===== src/rtl/rf_writeback_queue_pkg.sv =====
// -----------------------------------------------------------------------------
// rf_writeback_queue_pkg
// Shared constants and the writeback entry type used by the register-file
// writeback queue and its LSU FIFO.
//   WB_ADDR_W   : register address width
//   WB_DATA_W   : register data width
//   WB_NUM_REGS : number of architectural registers (2**WB_ADDR_W)
//   wb_entry_t  : {live, addr, data}. live=0 marks an entry superseded by a
//                 younger ALU write; it still occupies its slot in order.
// -----------------------------------------------------------------------------
package rf_writeback_queue_pkg;

  localparam int WB_ADDR_W   = 5;
  localparam int WB_DATA_W   = 32;
  localparam int WB_NUM_REGS = 1 << WB_ADDR_W;

  typedef struct packed {
    logic                 live;
    logic [WB_ADDR_W-1:0] addr;
    logic [WB_DATA_W-1:0] data;
  } wb_entry_t;

endpackage


===== src/rtl/rf_writeback_queue_wb_fifo.sv =====
// -----------------------------------------------------------------------------
// wb_fifo
// Circular buffer of LSU writeback entries with a kill-by-address port.
// Ports:
//   i_clk, i_rst        : clock, synchronous active-high reset
//   i_push, i_push_*    : enqueue {live=1, addr, data}; ignored when full
//   i_pop               : dequeue the head; ignored when empty
//   i_kill, i_kill_addr : clear live on every valid entry targeting the address
//   o_head              : entry at the head pointer
//   o_count, o_full     : occupancy
//   o_live, o_addr      : per-slot (valid && live) and destination address
// -----------------------------------------------------------------------------
module wb_fifo
  import rf_writeback_queue_pkg::*;
#(
  parameter int DEPTH = 4,
  localparam int PTR_W = $clog2(DEPTH),
  localparam int CNT_W = PTR_W + 1
) (
  input  logic                              i_clk,
  input  logic                              i_rst,
  input  logic                              i_push,
  input  logic [WB_ADDR_W-1:0]              i_push_addr,
  input  logic [WB_DATA_W-1:0]              i_push_data,
  input  logic                              i_pop,
  input  logic                              i_kill,
  input  logic [WB_ADDR_W-1:0]              i_kill_addr,
  output wb_entry_t                         o_head,
  output logic [CNT_W-1:0]                  o_count,
  output logic                              o_full,
  output logic [DEPTH-1:0]                  o_live,
  output logic [DEPTH-1:0][WB_ADDR_W-1:0]   o_addr
);

  wb_entry_t            r_mem [DEPTH];
  logic [DEPTH-1:0]     r_valid;
  logic [PTR_W-1:0]     r_head;
  logic [PTR_W-1:0]     r_tail;
  logic [CNT_W-1:0]     r_count;

  logic w_push;
  logic w_pop;

  assign o_full  = (r_count == CNT_W'(DEPTH));
  assign w_push  = i_push && !o_full;
  assign w_pop   = i_pop && (r_count != '0);
  assign o_head  = r_mem[r_head];
  assign o_count = r_count;

  always_comb begin
    o_live = '0;
    o_addr = '0;
    for (int i = 0; i < DEPTH; i++) begin
      o_live[i] = r_valid[i] && r_mem[i].live;
      o_addr[i] = r_mem[i].addr;
    end
  end

  always_ff @(posedge i_clk) begin
    if (i_rst) begin
      for (int i = 0; i < DEPTH; i++) begin
        r_mem[i] <= '0;
      end
      r_valid <= '0;
      r_head  <= '0;
      r_tail  <= '0;
      r_count <= '0;
    end else begin
      // Kill only touches entries already stored; the slot being pushed this
      // cycle is invalid here and its write below carries live=1.
      if (i_kill) begin
        for (int i = 0; i < DEPTH; i++) begin
          if (r_valid[i] && (r_mem[i].addr == i_kill_addr)) begin
            r_mem[i].live <= 1'b0;
          end
        end
      end

      // Push only when not full and pop only when not empty, so head and
      // tail never name the same slot in a cycle where both act.
      if (w_push) begin
        r_mem[r_tail]   <= '{live: 1'b1, addr: i_push_addr, data: i_push_data};
        r_valid[r_tail] <= 1'b1;
        r_tail          <= r_tail + 1'b1;
      end

      if (w_pop) begin
        r_valid[r_head] <= 1'b0;
        r_head          <= r_head + 1'b1;
      end

      case ({w_push, w_pop})
        2'b10:   r_count <= r_count + 1'b1;
        2'b01:   r_count <= r_count - 1'b1;
        default: r_count <= r_count;
      endcase
    end
  end

endmodule


===== src/rtl/rf_writeback_queue.sv =====
// -----------------------------------------------------------------------------
// rf_writeback_queue
// Serialises ALU and LSU writebacks onto the single register-file write port.
// ALU writes always win and are never stalled; LSU writes are buffered in a
// small FIFO and drained in idle ALU slots. An ALU write supersedes any queued
// LSU write to the same register.
// Ports:
//   clock, reset                    : clock, synchronous active-high reset
//   alu_valid/alu_waddr/alu_wdata   : ALU writeback, no backpressure
//   lsu_valid/lsu_ready/lsu_waddr/lsu_wdata : LSU writeback handshake
//   reg_wr/waddr/wdata              : registered register-file write port
//   busy                            : registers with a live queued writeback
//   count                           : FIFO occupancy
// -----------------------------------------------------------------------------
module rf_writeback_queue
  import rf_writeback_queue_pkg::*;
#(
  parameter int DEPTH    = 4,
  parameter int ADDR_W   = WB_ADDR_W,
  parameter int DATA_W   = WB_DATA_W,
  parameter int NUM_REGS = WB_NUM_REGS
) (
  input  logic                     clock,
  input  logic                     reset,
  input  logic                     alu_valid,
  input  logic [ADDR_W-1:0]        alu_waddr,
  input  logic [DATA_W-1:0]        alu_wdata,
  input  logic                     lsu_valid,
  output logic                     lsu_ready,
  input  logic [ADDR_W-1:0]        lsu_waddr,
  input  logic [DATA_W-1:0]        lsu_wdata,
  output logic                     reg_wr,
  output logic [ADDR_W-1:0]        waddr,
  output logic [DATA_W-1:0]        wdata,
  output logic [NUM_REGS-1:0]      busy,
  output logic [$clog2(DEPTH):0]   count
);

  // The entry type is fixed by the package, so the widths must agree with it.
  if (ADDR_W != WB_ADDR_W || DATA_W != WB_DATA_W || NUM_REGS != (1 << ADDR_W)
      || DEPTH < 2 || (DEPTH & (DEPTH - 1)) != 0) begin : g_bad_cfg
    $error("rf_writeback_queue: unsupported parameter combination");
  end

  logic                            w_full;
  logic                            w_accept;
  logic                            w_push;
  logic                            w_pop;
  logic                            w_kill;
  wb_entry_t                       w_head;
  logic [DEPTH-1:0]                w_live;
  logic [DEPTH-1:0][ADDR_W-1:0]    w_addr;
  logic [NUM_REGS-1:0]             w_busy;

  logic                            r_reg_wr;
  logic [ADDR_W-1:0]               r_waddr;
  logic [DATA_W-1:0]               r_wdata;

  // No pass-through when full: a pop this cycle does not free a slot until
  // the next edge.
  assign lsu_ready = !reset && !w_full;
  assign w_accept  = lsu_valid && lsu_ready;
  // Writes to x0 complete the handshake but are never stored.
  assign w_push    = w_accept && (lsu_waddr != '0);
  assign w_pop     = !alu_valid && (count != '0);
  assign w_kill    = alu_valid && (alu_waddr != '0);

  wb_fifo #(
    .DEPTH (DEPTH)
  ) u_wb_fifo (
    .i_clk       (clock),
    .i_rst       (reset),
    .i_push      (w_push),
    .i_push_addr (lsu_waddr),
    .i_push_data (lsu_wdata),
    .i_pop       (w_pop),
    .i_kill      (w_kill),
    .i_kill_addr (alu_waddr),
    .o_head      (w_head),
    .o_count     (count),
    .o_full      (w_full),
    .o_live      (w_live),
    .o_addr      (w_addr)
  );

  always_ff @(posedge clock) begin
    if (reset) begin
      r_reg_wr <= 1'b0;
      r_waddr  <= '0;
      r_wdata  <= '0;
    end else if (alu_valid) begin
      r_reg_wr <= (alu_waddr != '0);
      if (alu_waddr != '0) begin
        r_waddr <= alu_waddr;
        r_wdata <= alu_wdata;
      end
    end else if (count != '0) begin
      // A killed head still takes its slot, but with the write suppressed;
      // address/data hold so superseded load data never reaches the port.
      r_reg_wr <= w_head.live;
      if (w_head.live) begin
        r_waddr <= w_head.addr;
        r_wdata <= w_head.data;
      end
    end else begin
      r_reg_wr <= 1'b0;
    end
  end

  assign reg_wr = r_reg_wr;
  assign waddr  = r_waddr;
  assign wdata  = r_wdata;

  always_comb begin
    w_busy = '0;
    for (int i = 0; i < DEPTH; i++) begin
      if (w_live[i]) begin
        w_busy[w_addr[i]] = 1'b1;
      end
    end
    w_busy[0] = 1'b0;
  end

  assign busy = w_busy;

endmodule


===== config.mk =====
export PLATFORM = sky130hd
export DESIGN_NAME = rf_writeback_queue
export DESIGN_NICKNAME = d
export VERILOG_FILES = /design/src/rtl/rf_writeback_queue_pkg.sv /design/src/rtl/rf_writeback_queue_wb_fifo.sv /design/src/rtl/rf_writeback_queue.sv
export SDC_FILE = /design/constraint.sdc
export NUM_CORES = 1
export LEC_CHECK = 0
export CAP_MARGIN = 20
export CORE_MARGIN = 2
export CORE_UTILIZATION = 57
export CTS_BUF_LIST = sky130_fd_sc_hd__clkbuf_8
export DETAILED_ROUTE_END_ITERATION = 6
export PLACE_DENSITY = 0.83
export SLEW_MARGIN = 10
export SYNTH_ARGS = -nofsm -noshare
export SYNTH_HDL_FRONTEND = slang
export SYNTH_SLANG_ARGS = --single-unit

===== constraint.sdc =====
create_clock -name clock -period 3.34 [get_ports clock]
set_input_delay 0.668 -clock clock [delete_from_list [all_inputs] [get_ports clock]]
set_output_delay 0.668 -clock clock [all_outputs]
set_load 0.005 [all_outputs]

==> flow_metrics.tcl, run 1 <==
set metrics [dict create \
    drv_cap 0 \
    p_leak_nw 5.26 \
    chipWidth_um 140 \
    setup_viol 0 \
    numCtsBuffers 35 \
    clkPwrFrac_pct 32.7 \
    antenna_found_initial 1 \
    p_int_mw 4.91 \
    final.min_clock_period_ps 3230 \
    cts_buffer_depth 3 \
    start_util_pct 58.4 \
    ys_ff_latch 203 \
    worstPathMaxFanout 7 \
    timing_worst_setup_path_type "register to output port" \
    syn_avg_cell_area_sq_um 11.4 \
    fp.dieArea_sq_um 19600 \
    wirelength_um 29600 \
    hold_path_class "register to register" \
    vdd_drop_max_v 0.000390 \
    gr-usage-met1_pct 42.4 \
    boundaryPins 152 \
    syn_nets 1010 \
    clk_latency_ps 520 \
    switching_share_pct 28.7 \
    power.switching_mw 1.98 \
    drive_above_1_share_pct 13.3 \
    yosysWarnings 0 \
    async_flop_share_pct 0 \
    cts_tree "done" \
    power_density_nw_per_um2 533 \
    syn_area_sq_um 10500 \
    slew_violations 0 \
    start_kind "register" \
    fin_cells 1306 \
    finClkSkew_ps 21.5 \
    io_buffers 150 \
    synth_edf_count 148 \
    gr-total-overflow 0 \
    first_global_vias 8158 \
    rsz0062_at_grt "no" \
    drc 0 \
    core_sq_um 18000 \
    grt_first_pass_wirelength_um 45200 \
    clk_pin_slew_ps 60 \
    gp_congestion 0.952 \
    max_slew_margin_pct 50.6 \
    ys_seq_area_share_pct 52.7 \
    drtAntennaViolNets 0 \
    finalNetCount 1138 \
    grt_usage_pct 29.5 \
    arrival_ps 2560 \
    numClockSinks 203 \
    grt-busiest-layer "met2" \
    hold_buffers 0 \
    grtUsageMet3_pct 6.26 \
    synth.distinct_cells 56 \
    grt_max_degree 91 \
    critPathRequiredTime_ps 2670 \
    grtUsageMet2_pct 43.9 \
    drtIter0Drc 1148 \
    cts_max_level 2 \
    chipHeight_um 140 \
    hold_violations 0 \
    ys.flop_type "edfxtp_1" \
    clock-root-buffer "clkbuf_8" \
    syn_inst 922 \
    post_drt_via_cell_ratio 6.55 \
    fin_crit_sh_pct 96.6 \
    area_growth_pct 22.8 \
    pwr-share-comb_pct 22.6 \
    dpl.cell_count 1239 \
    timing.fmax_mhz 310 \
    first_pass_iters 7 \
    num_rows 49 \
    worstMarginPinSlew_ps 741 \
    seqPwrFrac_pct 44.8 \
    routedWlPerCell_um 22.7 \
    num_vias 8551 \
    total_power_mw 6.88 \
    dp_hpwl_um 18400 \
    cp-end-kind "output port" \
    status "completed" \
]
## critical path: stages (launching register included)
cell,delay [ps]
edfxtp_1,490
nand4b_1,470
o2bb2a_1,430
o211ai_1,120
clkdlybuf4s50_1,540
## timing repair
item                                    in CTS  in global routing
setup buffers                                0                  3
pin swaps                                    0                  1
endpoints found under the hold margin        0                  0
endpoints found under the setup margin       1                  5
gates resized for setup                      1                  1
## registers in the layout, summed over array words and instances (netlist names), named ones only
| register | flops |
|---|---|
| u_wb_fifo.r_valid | 4 |
| u_wb_fifo.o_count | 3 |
| u_wb_fifo.r_tail | 2 |
| wdata | 32 |
| u_wb_fifo.r_mem | 152 |
| waddr | 5 |
| u_wb_fifo.r_head | 2 |
| reg_wr | 1 |
## power by group through the flow
stage | combinational, mW | sequential [mW] | clock [mW]
CTS | 1.54 | 3.08 | 2.26
global route | 1.66 | 3.10 | 2.39
finish | 1.55 | 3.08 | 2.25
global placement | 1.50 | 3.11 | 0
detailed placement | 1.52 | 3.13 | 0
floorplan | 1.01 | 3.07 | 0
## cell families after synthesis
kind of cell / count (synthesis) / share of synthesized area (%)
buf+inv: 112 / 4.86
xor+xnor: 24 / 2.00
flops: 203 / 52.7
compound gates: 125 / 9.97
simple gates: 408 / 20.9
fa+ha+maj: 10 / 1.26
other cells: 1 / 0.0357
mux: 39 / 8.23
## synth_stat cells, types with 9 or more instances
library cell	instances	area [sq um]
mux4_2	38	856
buf_2	13	65.1
a22oi_1	9	67.6
a21oi_1	18	90.1
ha_1	9	113
nor2_1	29	109
a221o_1	32	320
xor2_1	18	158
and3_1	150	938
o221ai_1	23	201
edfxtp_1	148	4440
dfxtp_1	55	1100
clkbuf_1	70	263
nand2_1	123	462
nand4_1	39	244
inv_1	12	45.0
## cells in the final DEF (no fill, tap or decap), types with 6 or more instances in the layout
cell type        netlist  final
and2_1                 7      7
ha_1                   9      9
nor2_1                29     28
dfxtp_1               55     54
buf_4                  8     36
a221o_1               32     32
nand2_1              123    123
xor2_1                18     18
mux4_2                38     38
inv_1                 12     25
nand3b_1               8      8
and3_1               150    150
clkbuf_8               0     36
nand4_1               39     39
edfxtp_1             148    148
xnor2_1                6      6
clkdlybuf4s50_1        0    149
a21oi_1               18     18
o221ai_1              23     23
or3b_2                 6      6
a22oi_1                9      9
clkinv_1               1      7
nand3_1                8      7
nor3_1                 7      7
## stage by stage
step	worst slack, ps	instance area (sq um)	setup TNS (ps)	util (%)	hold slack [ps]
after floorplan	339	10500	0	-	453
after global placement	74.7	12200	0	67.6	444
after detailed placement	-1.87	12200	-1.87	67.6	450
after CTS	58.1	12900	0	71.5	459
after global routing	35.5	12900	0	71.7	475
final	112	12900	0	71.7	455
## final cells by class
class / instances / area, sq um
sequential: 203 / 5550
inverter: 13 / 48.8
multi-input combinational: 607 / 4490
clock inverter: 27 / 199
fill: 1253 / 5110
tap: 229 / 287
antenna: 1 / 2.50
timing repair buffer: 190 / 1850
clock buffer: 36 / 495
## metal layers
metal / vias to the layer above / wire length (um) / part of all wire, %
li1: 3803 / - / -
met2: 569 / 13800 / 47
met5: - / 0 / 0
met3: 80 / 3120 / 11
met4: 0 / 898 / 3.0
met1: 4099 / 11800 / 40
## path summary, 6_finish.rpt
path | startpoint | to | slack (ps) | cells after the start
max | u_wb_fifo.r_mem[1][32] | busy[2] | 110 | 4
min | wdata[4] | wdata[4] | 450 | 2
max reg2reg | u_wb_fifo.o_count[2] | u_wb_fifo.o_count[2] | 860 | 9
min reg2reg | wdata[4] | wdata[4] | 450 | 2
Power figures use the tool's default switching activity.
==> inputs of run 2 (changes only) <==
--- a/config.mk
+++ b/config.mk
@@ -7,10 +7,10 @@
 export LEC_CHECK = 0
 export CAP_MARGIN = 20
 export CORE_MARGIN = 2
-export CORE_UTILIZATION = 57
+export CORE_UTILIZATION = 51
 export CTS_BUF_LIST = sky130_fd_sc_hd__clkbuf_8
 export DETAILED_ROUTE_END_ITERATION = 6
-export PLACE_DENSITY = 0.83
+export PLACE_DENSITY = 0.79
 export SLEW_MARGIN = 10
 export SYNTH_ARGS = -nofsm -noshare
 export SYNTH_HDL_FRONTEND = slang
==> constraint.sdc (replaced) <==
create_clock -name clock -period 2.8 [get_ports clock]
set_input_delay 0.56 -clock clock [delete_from_list [all_inputs] [get_ports clock]]
set_output_delay 0.56 -clock clock [all_outputs]
set_load 0.005 [all_outputs]
==> flow_metrics.tcl, run 2 (same netlist as run 1, synthesis figures left out) <==
set metrics [dict create \
    chipHeight_um 148 \
    power_density_nw_per_um2 597 \
    worst-path-buf-inv 4 \
    fin_cells 1429 \
    switching_share_pct 28.9 \
    max_slew_margin_pct 61.0 \
    gr-total-overflow 0 \
    cts_buffer_depth 3 \
    pwr-share-comb_pct 24.6 \
    cpMaxStageDelayCell "edfxtp_1" \
    largest_reg_flops 152 \
    area_growth_pct 31.6 \
    dpl.cell_count 1301 \
    gp_congestion 0.967 \
    drv_cap 0 \
    place_area_sq_um 12500 \
    fp.dieArea_sq_um 21800 \
    fin_crit_sh_pct 99.6 \
    worstMarginPinSlew_ps 585 \
    cts_max_level 2 \
    clk_pin_slew_ps 60 \
    final_area_sq_um 13800 \
    most-common-layout-cells "and3_1 (150), edfxtp_1 (148), nand2_1 (122)" \
    grt_usage_pct 27.5 \
    first_pass_iters 6 \
    mostFrequentLayoutCell "and3_1" \
    cp-end-kind "output port" \
    hold_buffers 0 \
    finClkSkew_ps 32.5 \
    finalNetCount 1221 \
    final.min_clock_period_ps 2790 \
    fin_ws_ps 12.1 \
    multi_input_area_sq_um 4650 \
    dp_hpwl_um 19300 \
    drtIter0Drc 1002 \
    cp_cell_sequence "buf_4, buf_6, nor2b_4, buf_4, a311o_1, dlygate4sd2_1" \
    setup_viol 0 \
    slew_violations 0 \
    p_leak_nw 6.06 \
    drtAntennaViolNets 0 \
    hold_violations 0 \
    place_ws_ps -316 \
    grt_first_pass_wirelength_um 46700 \
    clk_latency_ps 530 \
    num_vias 9080 \
    drive_above_1_share_pct 23.0 \
    slowest_delay_ps 450 \
    boundaryPins 152 \
    io_buffers 150 \
    p_int_mw 5.88 \
    wirelength_um 31800 \
    post_drt_via_cell_ratio 6.35 \
    numClockSinks 203 \
    antenna_cells 0 \
    timing_worst_setup_path_type "register to output port" \
    numCtsBuffers 34 \
    tns_ps 0 \
    power.switching_mw 2.39 \
    seq_area_sq_um 5560 \
    arrival_ps 2230 \
    antenna_found_initial 0 \
    start_kind "register" \
    critPathRequiredTime_ps 2240 \
    worstPathMaxFanout 4 \
    seqPwrFrac_pct 44.3 \
    start_util_pct 52.0 \
    hold_path_class "register to register" \
    drc 0 \
    routedWlPerCell_um 22.2 \
    cts_tree "done" \
    fillers 1415 \
    chipWidth_um 148 \
    first_global_vias 8361 \
    core_sq_um 20200 \
    vdd_drop_max_v 0.000294 \
    status "completed" \
    num_rows 52 \
    largest-register "u_wb_fifo.r_mem" \
    clock-root-buffer "clkbuf_8" \
    cp_common_cell "buf_4" \
    timing.fmax_mhz 359 \
    path_delay_family "buffers and inverters" \
    clkPwrFrac_pct 31.0 \
    grt_max_degree 62 \
]
-- run 2: area by class of cell --
cell class	instances	share of cell area [%]
tap	270	2.44
clock inverter	27	1.25
multi-input combinational	607	33.6
clock buffer	35	3.48
sequential	203	40.1
timing repair buffer	274	18.7
inverter	13	0.371
-- run 2: final timing paths --
check                                               to                   start  cells past startpoint  slack, ps
worst max register to register  u_wb_fifo.r_mem[0][11]    u_wb_fifo.o_count[2]                      6        500
worst max-delay path                          busy[23]  u_wb_fifo.r_mem[3][36]                      6         10
worst min register to register               wdata[18]               wdata[18]                      2        460
worst min-delay path                         wdata[18]               wdata[18]                      2        460
-- run 2: timing repair --
item                                    4_1_cts  5_1_grt
endpoints found under the setup margin       31       15
pin swaps                                     6        5
gates cloned                                  0        0
buffers inserted                             37       30
resized for setup                            46       40
-- run 2: tightest hold or removal path: stages, from the launching register on --
cell and delay (ps):
dfxtp_1 310, nand4_1 60, nand2_1 50
-- run 2: routing by layer --
metal | global-route usage (%) | vias to the layer above | wire length (um)
met1 | 37.9 | 4346 | 12200
met4 | 11.3 | 0 | 1590
met3 | 6.11 | 143 | 3380
met2 | 42.6 | 618 | 14600
li1 | - | 3973 | -
met5 | 0 | - | 0
-- run 2: power by group through the flow --
stage | Combinational, mW | Sequential, mW | Clock, mW
2_1_floorplan | 1.22 | 3.67 | 0
3_3_place_gp | 1.85 | 3.73 | 0
3_5_place_dp | 1.88 | 3.74 | 0
4_1_cts | 1.96 | 3.66 | 2.59
5_1_grt | 2.18 | 3.69 | 2.73
6_report | 2.04 | 3.67 | 2.56
-- run 2: metrics by stage --
stage	hold WS [ps]	power [mW]	utilization [%]
after floorplan	453	4.89	-
after global placement	445	5.57	61.7
after detailed placement	450	5.62	61.7
after CTS	459	8.22	66.7
after global routing	478	8.60	68.4
final	455	8.27	68.4
